===== config.mk =====
export PLATFORM = sky130hd
export DESIGN_NAME = draw_line_fb
export DESIGN_NICKNAME = d
export VERILOG_FILES = /design/src/rtl/draw_line_fb.sv
export SDC_FILE = /design/constraint.sdc
export NUM_CORES = 1
export LEC_CHECK = 0
export ABC_AREA = 1
export CAP_MARGIN = 10
export CORE_UTILIZATION = 43
export DETAILED_ROUTE_END_ITERATION = 10
export PLACE_DENSITY_LB_ADDON = 0.2
export SETUP_SLACK_MARGIN = 0.3
export SKIP_CTS_REPAIR_TIMING = 1
export SLEW_MARGIN = 30
export SYNTH_ARGS = -nofsm -noshare
export SYNTH_HDL_FRONTEND = slang
export SYNTH_SLANG_ARGS = --single-unit

===== constraint.sdc =====
create_clock -name clk -period 4.1 [get_ports clk]
set_input_delay 0.82 -clock clk [delete_from_list [all_inputs] [get_ports clk]]
set_output_delay 0.82 -clock clk [all_outputs]
set_load 0.005 [all_outputs]

===== src/rtl/draw_line_fb.sv =====
`default_nettype none
// ============================================================================
//  Module   : draw_line_fb
//  Purpose  : Bresenham line rasteriser that emits one framebuffer write
//             (enable, linear address, colour) per pixel. Handles any octant
//             and signed endpoints; oe stalls drawing without losing a pixel.
//  Options  : define DRAW_LINE_FB_CLIP_EN to suppress writes for pixels that
//             fall outside the FB_WIDTH x FB_HEIGHT framebuffer.
//  Revision : 1.0  initial release
// ============================================================================
module draw_line_fb #(
  parameter int CORDW     = 16,
  parameter int FB_WIDTH  = 160,
  parameter int FB_HEIGHT = 120,
  parameter int FB_DATAW  = 1,
  parameter int FB_ADDRW  = $clog2(FB_WIDTH*FB_HEIGHT)
) (
  input  logic                       clk,
  input  logic                       rst,
  input  logic                       start,
  input  logic                       oe,
  input  logic signed [CORDW-1:0]    x0,
  input  logic signed [CORDW-1:0]    y0,
  input  logic signed [CORDW-1:0]    x1,
  input  logic signed [CORDW-1:0]    y1,
  input  logic        [FB_DATAW-1:0] colr,
  output logic signed [CORDW-1:0]    x,
  output logic signed [CORDW-1:0]    y,
  output logic                       fb_we,
  output logic        [FB_ADDRW-1:0] fb_addr,
  output logic        [FB_DATAW-1:0] fb_colr,
  output logic                       busy,
  output logic                       done
);

  typedef enum logic [1:0] {
    S_IDLE = 2'd0,
    S_INIT = 2'd1,
    S_DRAW = 2'd2,
    S_DONE = 2'd3
  } state_t;

  localparam logic signed [CORDW-1:0] c_one  = CORDW'(1);
`ifdef DRAW_LINE_FB_CLIP_EN
  localparam logic signed [CORDW-1:0] c_fb_w = CORDW'(FB_WIDTH);
  localparam logic signed [CORDW-1:0] c_fb_h = CORDW'(FB_HEIGHT);
`endif

  state_t                   r_state;
  logic signed [CORDW-1:0]  r_x0, r_y0, r_x1, r_y1;
  logic signed [CORDW-1:0]  r_px, r_py;           // pixel to be emitted next
  logic signed [CORDW+1:0]  r_dx, r_dy, r_err;    // r_dy is stored negated
  logic                     r_sx_neg, r_sy_neg;

  // Endpoints widened by two bits so differences and 2*err never overflow.
  logic signed [CORDW+1:0]  w_x0e, w_y0e, w_x1e, w_y1e;
  logic signed [CORDW+1:0]  w_dxr, w_dyr, w_dx, w_dy;
  logic signed [CORDW+1:0]  w_e2, w_err_next;
  logic                     w_step_x, w_step_y, w_last;
  logic signed [CORDW-1:0]  w_px_next, w_py_next;
  logic        [FB_ADDRW-1:0] w_addr;
`ifdef DRAW_LINE_FB_CLIP_EN
  logic                     w_onscreen;
`endif

  assign w_x0e = {{2{r_x0[CORDW-1]}}, r_x0};
  assign w_y0e = {{2{r_y0[CORDW-1]}}, r_y0};
  assign w_x1e = {{2{r_x1[CORDW-1]}}, r_x1};
  assign w_y1e = {{2{r_y1[CORDW-1]}}, r_y1};

  assign w_dxr = w_x1e - w_x0e;
  assign w_dyr = w_y1e - w_y0e;
  assign w_dx  = w_dxr[CORDW+1] ? -w_dxr : w_dxr;   //  |x1-x0|
  assign w_dy  = w_dyr[CORDW+1] ? w_dyr : -w_dyr;   // -|y1-y0|

  // Both step decisions look at the same e2, so a diagonal move takes one cycle.
  assign w_e2       = {r_err[CORDW:0], 1'b0};
  assign w_step_x   = (w_e2 >= r_dy);
  assign w_step_y   = (w_e2 <= r_dx);
  assign w_err_next = r_err + (w_step_x ? r_dy : {(CORDW+2){1'b0}})
                            + (w_step_y ? r_dx : {(CORDW+2){1'b0}});
  assign w_px_next  = w_step_x ? (r_sx_neg ? r_px - c_one : r_px + c_one) : r_px;
  assign w_py_next  = w_step_y ? (r_sy_neg ? r_py - c_one : r_py + c_one) : r_py;
  assign w_last     = (r_px == r_x1) && (r_py == r_y1);

  // Address is formed from the pixel being registered onto x/y this cycle,
  // so fb_addr, x, y and fb_we always describe the same pixel.
  assign w_addr = FB_ADDRW'(FB_ADDRW'(r_py) * FB_ADDRW'(FB_WIDTH) + FB_ADDRW'(r_px));

`ifdef DRAW_LINE_FB_CLIP_EN
  assign w_onscreen = !r_px[CORDW-1] && !r_py[CORDW-1] &&
                      (r_px < c_fb_w) && (r_py < c_fb_h);
`endif

  // Control FSM with registered outputs; one pixel per enabled DRAW cycle.
  always_ff @(posedge clk) begin
    if (rst) begin
      r_state  <= S_IDLE;
      r_x0     <= '0;
      r_y0     <= '0;
      r_x1     <= '0;
      r_y1     <= '0;
      r_px     <= '0;
      r_py     <= '0;
      r_dx     <= '0;
      r_dy     <= '0;
      r_err    <= '0;
      r_sx_neg <= 1'b0;
      r_sy_neg <= 1'b0;
      x        <= '0;
      y        <= '0;
      fb_we    <= 1'b0;
      fb_addr  <= '0;
      fb_colr  <= '0;
      busy     <= 1'b0;
      done     <= 1'b0;
    end else begin
      fb_we <= 1'b0;
      done  <= 1'b0;
      case (r_state)
        S_IDLE: begin
          if (start) begin
            r_x0    <= x0;
            r_y0    <= y0;
            r_x1    <= x1;
            r_y1    <= y1;
            fb_colr <= colr;
            busy    <= 1'b1;
            r_state <= S_INIT;
          end
        end
        S_INIT: begin
          r_dx     <= w_dx;
          r_dy     <= w_dy;
          r_err    <= w_dx + w_dy;
          r_sx_neg <= w_dxr[CORDW+1];
          r_sy_neg <= w_dyr[CORDW+1];
          r_px     <= r_x0;
          r_py     <= r_y0;
          r_state  <= S_DRAW;
        end
        S_DRAW: begin
          if (oe) begin
            x <= r_px;
            y <= r_py;
`ifdef DRAW_LINE_FB_CLIP_EN
            if (w_onscreen) begin
              fb_we   <= 1'b1;
              fb_addr <= w_addr;
            end
`else
            fb_we   <= 1'b1;
            fb_addr <= w_addr;
`endif
            r_px  <= w_px_next;
            r_py  <= w_py_next;
            r_err <= w_err_next;
            if (w_last) begin
              r_state <= S_DONE;
            end
          end
        end
        S_DONE: begin
          done    <= 1'b1;
          busy    <= 1'b0;
          r_state <= S_IDLE;
        end
        default: begin
          r_state <= S_IDLE;
        end
      endcase
    end
  end

endmodule
`default_nettype wire

# Word level (Yosys, flattened, before mapping)
# Index checks and enable logic that the tools add are counted.
[word_totals]
regBits = 205
latchBits = 0
ram_bits = 0
romBits = 0
inputBits = 69
out_inout_bits = 51
wordCells = 79
n_memories = 0
[op_classes]
add_sub_neg = 12
n_mul = 1
n_div = 0
magnitude_cmp = 2
eq_ne = 10
shift = 0
mux = 22
bitwise = 1
reduce_logical = 12
[ops]
columns = ["op", "n"]
rows = [
  ["$mux 16", 6],
  ["$mux 18", 5],
  ["$pmux 16 s2", 2],
  ["$add 18x18->18", 3],
  ["$neg 17->18", 2],
  ["$pmux 18 s2", 1],
  ["$sub 16x16->17", 2],
  ["$add 16x2->16 const B", 2],
  ["$eq 16x16->1", 2],
  ["$sub 16x2->16 const B", 2],
  ["$ge 18x18->1", 1],
  ["$le 18x18->1", 1],
  ["$add 15x15->15", 1],
  ["$mul 15x4->10 const B", 1],
  ["$ne 2x2->1 const B", 5],
  ["$reduce_and 3->1", 3],
  ["$pmux 2 s4", 1],
  ["$reduce_and 2->1", 4],
  ["$mux 2", 3],
  ["$eq 2x2->1 const B", 2],
  ["$reduce_bool 2->1", 2],
  ["$mux 1", 3],
  ["$eq 2x1->1 const B", 1],
  ["$logic_not 2->1", 1],
  ["other kinds (4)", 4],
]

# Depth between registers and ports, before layout
[logic_depth]
word_depth = 6
depth_mapped = 32
ltp_nobuf = 32

# Worst setup path before layout
# Ideal clock, no wire load.
[synth_path]
path_kind = "reg-to-reg"
from = "register r_dx[17]"
to = "register r_err[13]"
setup_time_ns = 0.111
arrival_time_ns = 3.987
required_time_ns = 3.989
slack_ns = 0.002
stages_incl_launch_ff = 30
path_buffers = 1
synth_period_minus_slack_ns = 4.098
path_cell_list = "dfxtp_1 -> inv_1 -> ha_1 -> nand2_1 -> nor4_1 -> nand2_1 -> nand3_1 -> nand2_1 -> nand3_2 -> clkbuf_1 -> nand2_1 -> fa_1 -> inv_1 -> ha_1 -> inv_1 -> fa_1 -> inv_1 -> nand3_1 -> nand2_1 -> nand2_1 -> nand2_1 -> a21oi_1 -> o21ai_0 -> a21boi_0 -> o21ai_0 -> a21oi_1 -> o21ai_0 -> nand3_1 -> nand3_1 -> inv_1"
[synth_via]
elab_chain_cells = 5
[synth_lines]
columns = ["element", "line_no", "text"]
rows = [
  ["start: declaration", "52", "logic signed [CORDW+1:0] r_dx, r_dy, r_err;"],
  ["start signal: assignment", "133", "r_dx <= w_dx;"],
  ["$le 18x18->1", "79", "assign w_step_y = (w_e2 <= r_dx);"],
  ["$mux 18", "81", "+ (w_step_y ? r_dx : {(CORDW+2){1'b0}});"],
  ["$add 18x18->18", "81", ""],
  ["$mux 18", "143", "if (oe) begin"],
  ["$pmux 18 s2", "120", "case (r_state)"],
  ["end signal: assignment", "135", "r_err <= w_dx + w_dy;"],
  ["end signal: assignment", "157", "r_err <= w_err_next;"],
  ["end: declaration", "52", ""],
]
# Every way passes these cells. The select of a mux whose other input is x is not followed.
# A chain may end at the register's enable or synchronous reset.

# Worst setup path in the final report
[layout_path]
from = "register r_err[3]"
to = "register r_err[11]"
[layout_via]
elab_chain_cells = 6
elab_cells_between_ends = 8
classes_between = "add/sub: 2; order compare: 2; mux: 4"
[layout_lines]
columns = ["element", "line_no", "text"]
rows = [
  ["$ge 18x18->1", "78", "assign w_step_x = (w_e2 >= r_dy);"],
  ["$mux 18", "80", "assign w_err_next = r_err + (w_step_x ? r_dy : {(CORDW+2){1'b0}})"],
  ["$add 18x18->18", "80", ""],
  ["$add 18x18->18 *", "81", ""],
  ["$mux 18 *", "143", ""],
  ["$pmux 18 s2 *", "120", ""],
]
# Mark *: on every way between the ends. The rest lies on a longest branch, timed or not. The select of a mux whose other input is x is not followed.

==> results.sh <==
export IMPL_status="finished, violations left"
export IMPL_violations="negative setup slack"
export IMPL_holdPathStages=2
export IMPL_async_reset_ff_share_pct=0
export IMPL_grt_pass1_vias=15289
export IMPL_numCtsBuffers=17
export IMPL_syn_area_per_cell_sq_um=6.76
export IMPL_grt_util_all_layers_pct=29.8
export IMPL_syn2layout_area_growth_pct=36.4
export IMPL_skew_ps=14.6
export IMPL_path_max_fanout=7
export IMPL_cp_common_cell="nand2_2"
export IMPL_yosysSeqAreaShare_pct=26.0
export IMPL_setup_viol=1
export IMPL_clock_fmax_mhz=242
export IMPL_r2r_cells=28
export IMPL_hold_viol_final=0
export IMPL_slew_violations=0
export IMPL_final_cells=3081
export IMPL_path_depth=28
export IMPL_fin_crit_ps=4130
export IMPL_worst_slew_pin_slew_ps=927
export IMPL_cp_num_buf_inv=5
export IMPL_hold_path_class="flop to flop"
export IMPL_finalNetCount=2862
export IMPL_vias=16369
export IMPL_drcViolationCount=0
export IMPL_clk_latency_ps=460
export IMPL_cts_root_buffer="clkbuf_16"
export IMPL_clkSinkCount=199
export IMPL_ys_warn_count=0
export IMPL_start_util_pct=44.0
export IMPL_worstPathRequired_ps=4450
export IMPL_ant_nets=0
export IMPL_die_x_microns=191
export IMPL_drt_wl_total_mm=55.5
export IMPL_via_per_inst=5.31
export IMPL_fin_ws_ps=-26.1
export IMPL_clk_pin_slew_ps=80
export IMPL_cp_top_family="simple AND/OR/NAND/NOR gates"
export IMPL_critPathSlowestCell="fa_1"
export IMPL_avgRoutedWirePerCell_microns=18.0
export IMPL_post_place_cells=3013
export IMPL_grt_pass1_wl_mm=83.3
export IMPL_dieArea_sq_mm=0.0364
export IMPL_synthCells=2266
export IMPL_post_route_period_util_pct=101
export IMPL_syn_num_nets=2512
export IMPL_first_pass_iters=6
export IMPL_post_dp_hpwl_mm=42.2
export IMPL_cp_end_kind="flop"
export IMPL_layout_common_cells="383 x nand2_1, 297 x inv_1, 272 x buf_4"
export IMPL_grt_setup_unrepaired="true"
export IMPL_cts_tree="yes"
export IMPL_timing_worst_setup_path_type="flop to flop"
export IMPL_core_sq_mm=0.0348
export IMPL_antenna_found_initial=0
export IMPL_overflow=0
export IMPL_die_y_microns=191
export IMPL_synth_edf_count=0
export IMPL_n_fill_cell=3169
export IMPL_cts_path_max_buffers=2
export IMPL_syn_area_sq_mm=0.0153
export IMPL_synth_flop_cell="dfxtp_1"
export IMPL_maxCapViolations=0
export IMPL_pre_cts_slack_ps=-449
export IMPL_htreeDepth=4
export IMPL_crit_path_max_incr_delay_ps=480
export IMPL_grt_max_degree=149
export IMPL_io_pins=120
export IMPL_worstPathArrival_ps=4480
export IMPL_layout_drive_gt1_share_pct=24.7
export IMPL_slew_headroom_pct=38.1
export IMPL_rows=68
export IMPL_ys_ff_latch=199
export IMPL_antenna_cells=0
export IMPL_dr_first_iter_drc_count=1203
export IMPL_worstSetupStartpointType="flop"
export IMPL_place_congestion=0.938
export IMPL_port_buffers=119
export IMPL_synth_cell_types=54
export IMPL_layout_commonest_cell="nand2_1"
synth_stat cells (all sizes together) (7+ instances only):
library cell	number	area, sq um
nand3b	11	82.6
dfxtp	199	3980
nor4	7	43.8
o211ai	9	67.6
nand3	89	475
nand2	455	1760
inv	339	1270
clkbuf	57	214
o221ai	7	61.3
a21oi	234	1180
fa	24	480
ha	153	1910
nor2	216	841
or2	15	93.8
buf	17	103
nor3	16	90.1
xor2	45	402
o21ai	243	1230
nand4	20	125
xnor2	37	369
a31oi	13	81.3
o22ai	22	138
sequential cells by signal, indices dropped and copies added, names as in the netlist, 10 cells and up:
| register | flops |
|---|---|
| r_dy | 18 |
| r_y0 | 16 |
| r_x1 | 16 |
| r_err | 17 |
| r_y1 | 16 |
| fb_addr | 10 |
| r_py | 16 |
| x | 16 |
| y | 16 |
| r_x0 | 16 |
| r_px | 16 |
| r_dx | 18 |
tightest hold or removal path: cells and delay by family, from the launching register on:
family | cells | cell delay (ps)
simple gates | 2 | 130
flops | 1 | 330
per-stage QoR:
stage	utilization (%)	setup TNS (ps)	hold slack, ps	instance area, sq um
after global placement	53.6	-2560	437	18700
final	60.0	-26.1	489	20900
after global routing	60.0	-1390	511	20900
after detailed placement	53.6	-2420	439	18700
after floorplan	-	0	422	15300
after CTS	55.1	-2760	453	19200
layer usage:
metal	wire length (microns)	up-vias	global-route usage, %
met3	3240	99	4.27
met5	0	-	0
met4	1730	0	10.0
met2	25300	520	47.7
li1	-	8123	-
met1	25200	7627	40.7
kinds of logic (layout without fill, tap and decap cells):
group,count (synthesis),count (layout),share of synthesized area (%)
and+or+nand+nor,836,836,23.3
AOI/OAI and AO/OA,558,558,19.6
buffers and inverters,414,774,10.4
DFF,199,199,26.0
adders and majority gates,177,177,15.6
xor gates and xnor gates,82,82,5.03
area by class of cell:
class                      count  area [sq um]  share of cell area [%]
inverter                     340          1290                    6.18
multi-input combinational   1653         11000                    52.8
clock inverter                12           111                   0.533
clock buffer                  17           425                    2.04
timing repair buffer         405          3420                    16.4
tap                          455           569                    2.73
sequential                   199          4040                    19.3
final timing paths:
kind                         startpoint                     end  slack (ps)
setup / recovery  r_err[3]$_SDFFE_PP0P_  r_err[11]$_SDFFE_PP0P_         -30
hold / removal       x[13]$_SDFFE_PP0P_      x[13]$_SDFFE_PP0P_         490
hold reg to reg      x[13]$_SDFFE_PP0P_      x[13]$_SDFFE_PP0P_         490
setup reg to reg  r_err[3]$_SDFFE_PP0P_  r_err[11]$_SDFFE_PP0P_         -30
Power is not shown: default switching activity piles up to over one toggle a cycle in this logic, so the estimate is an artifact.
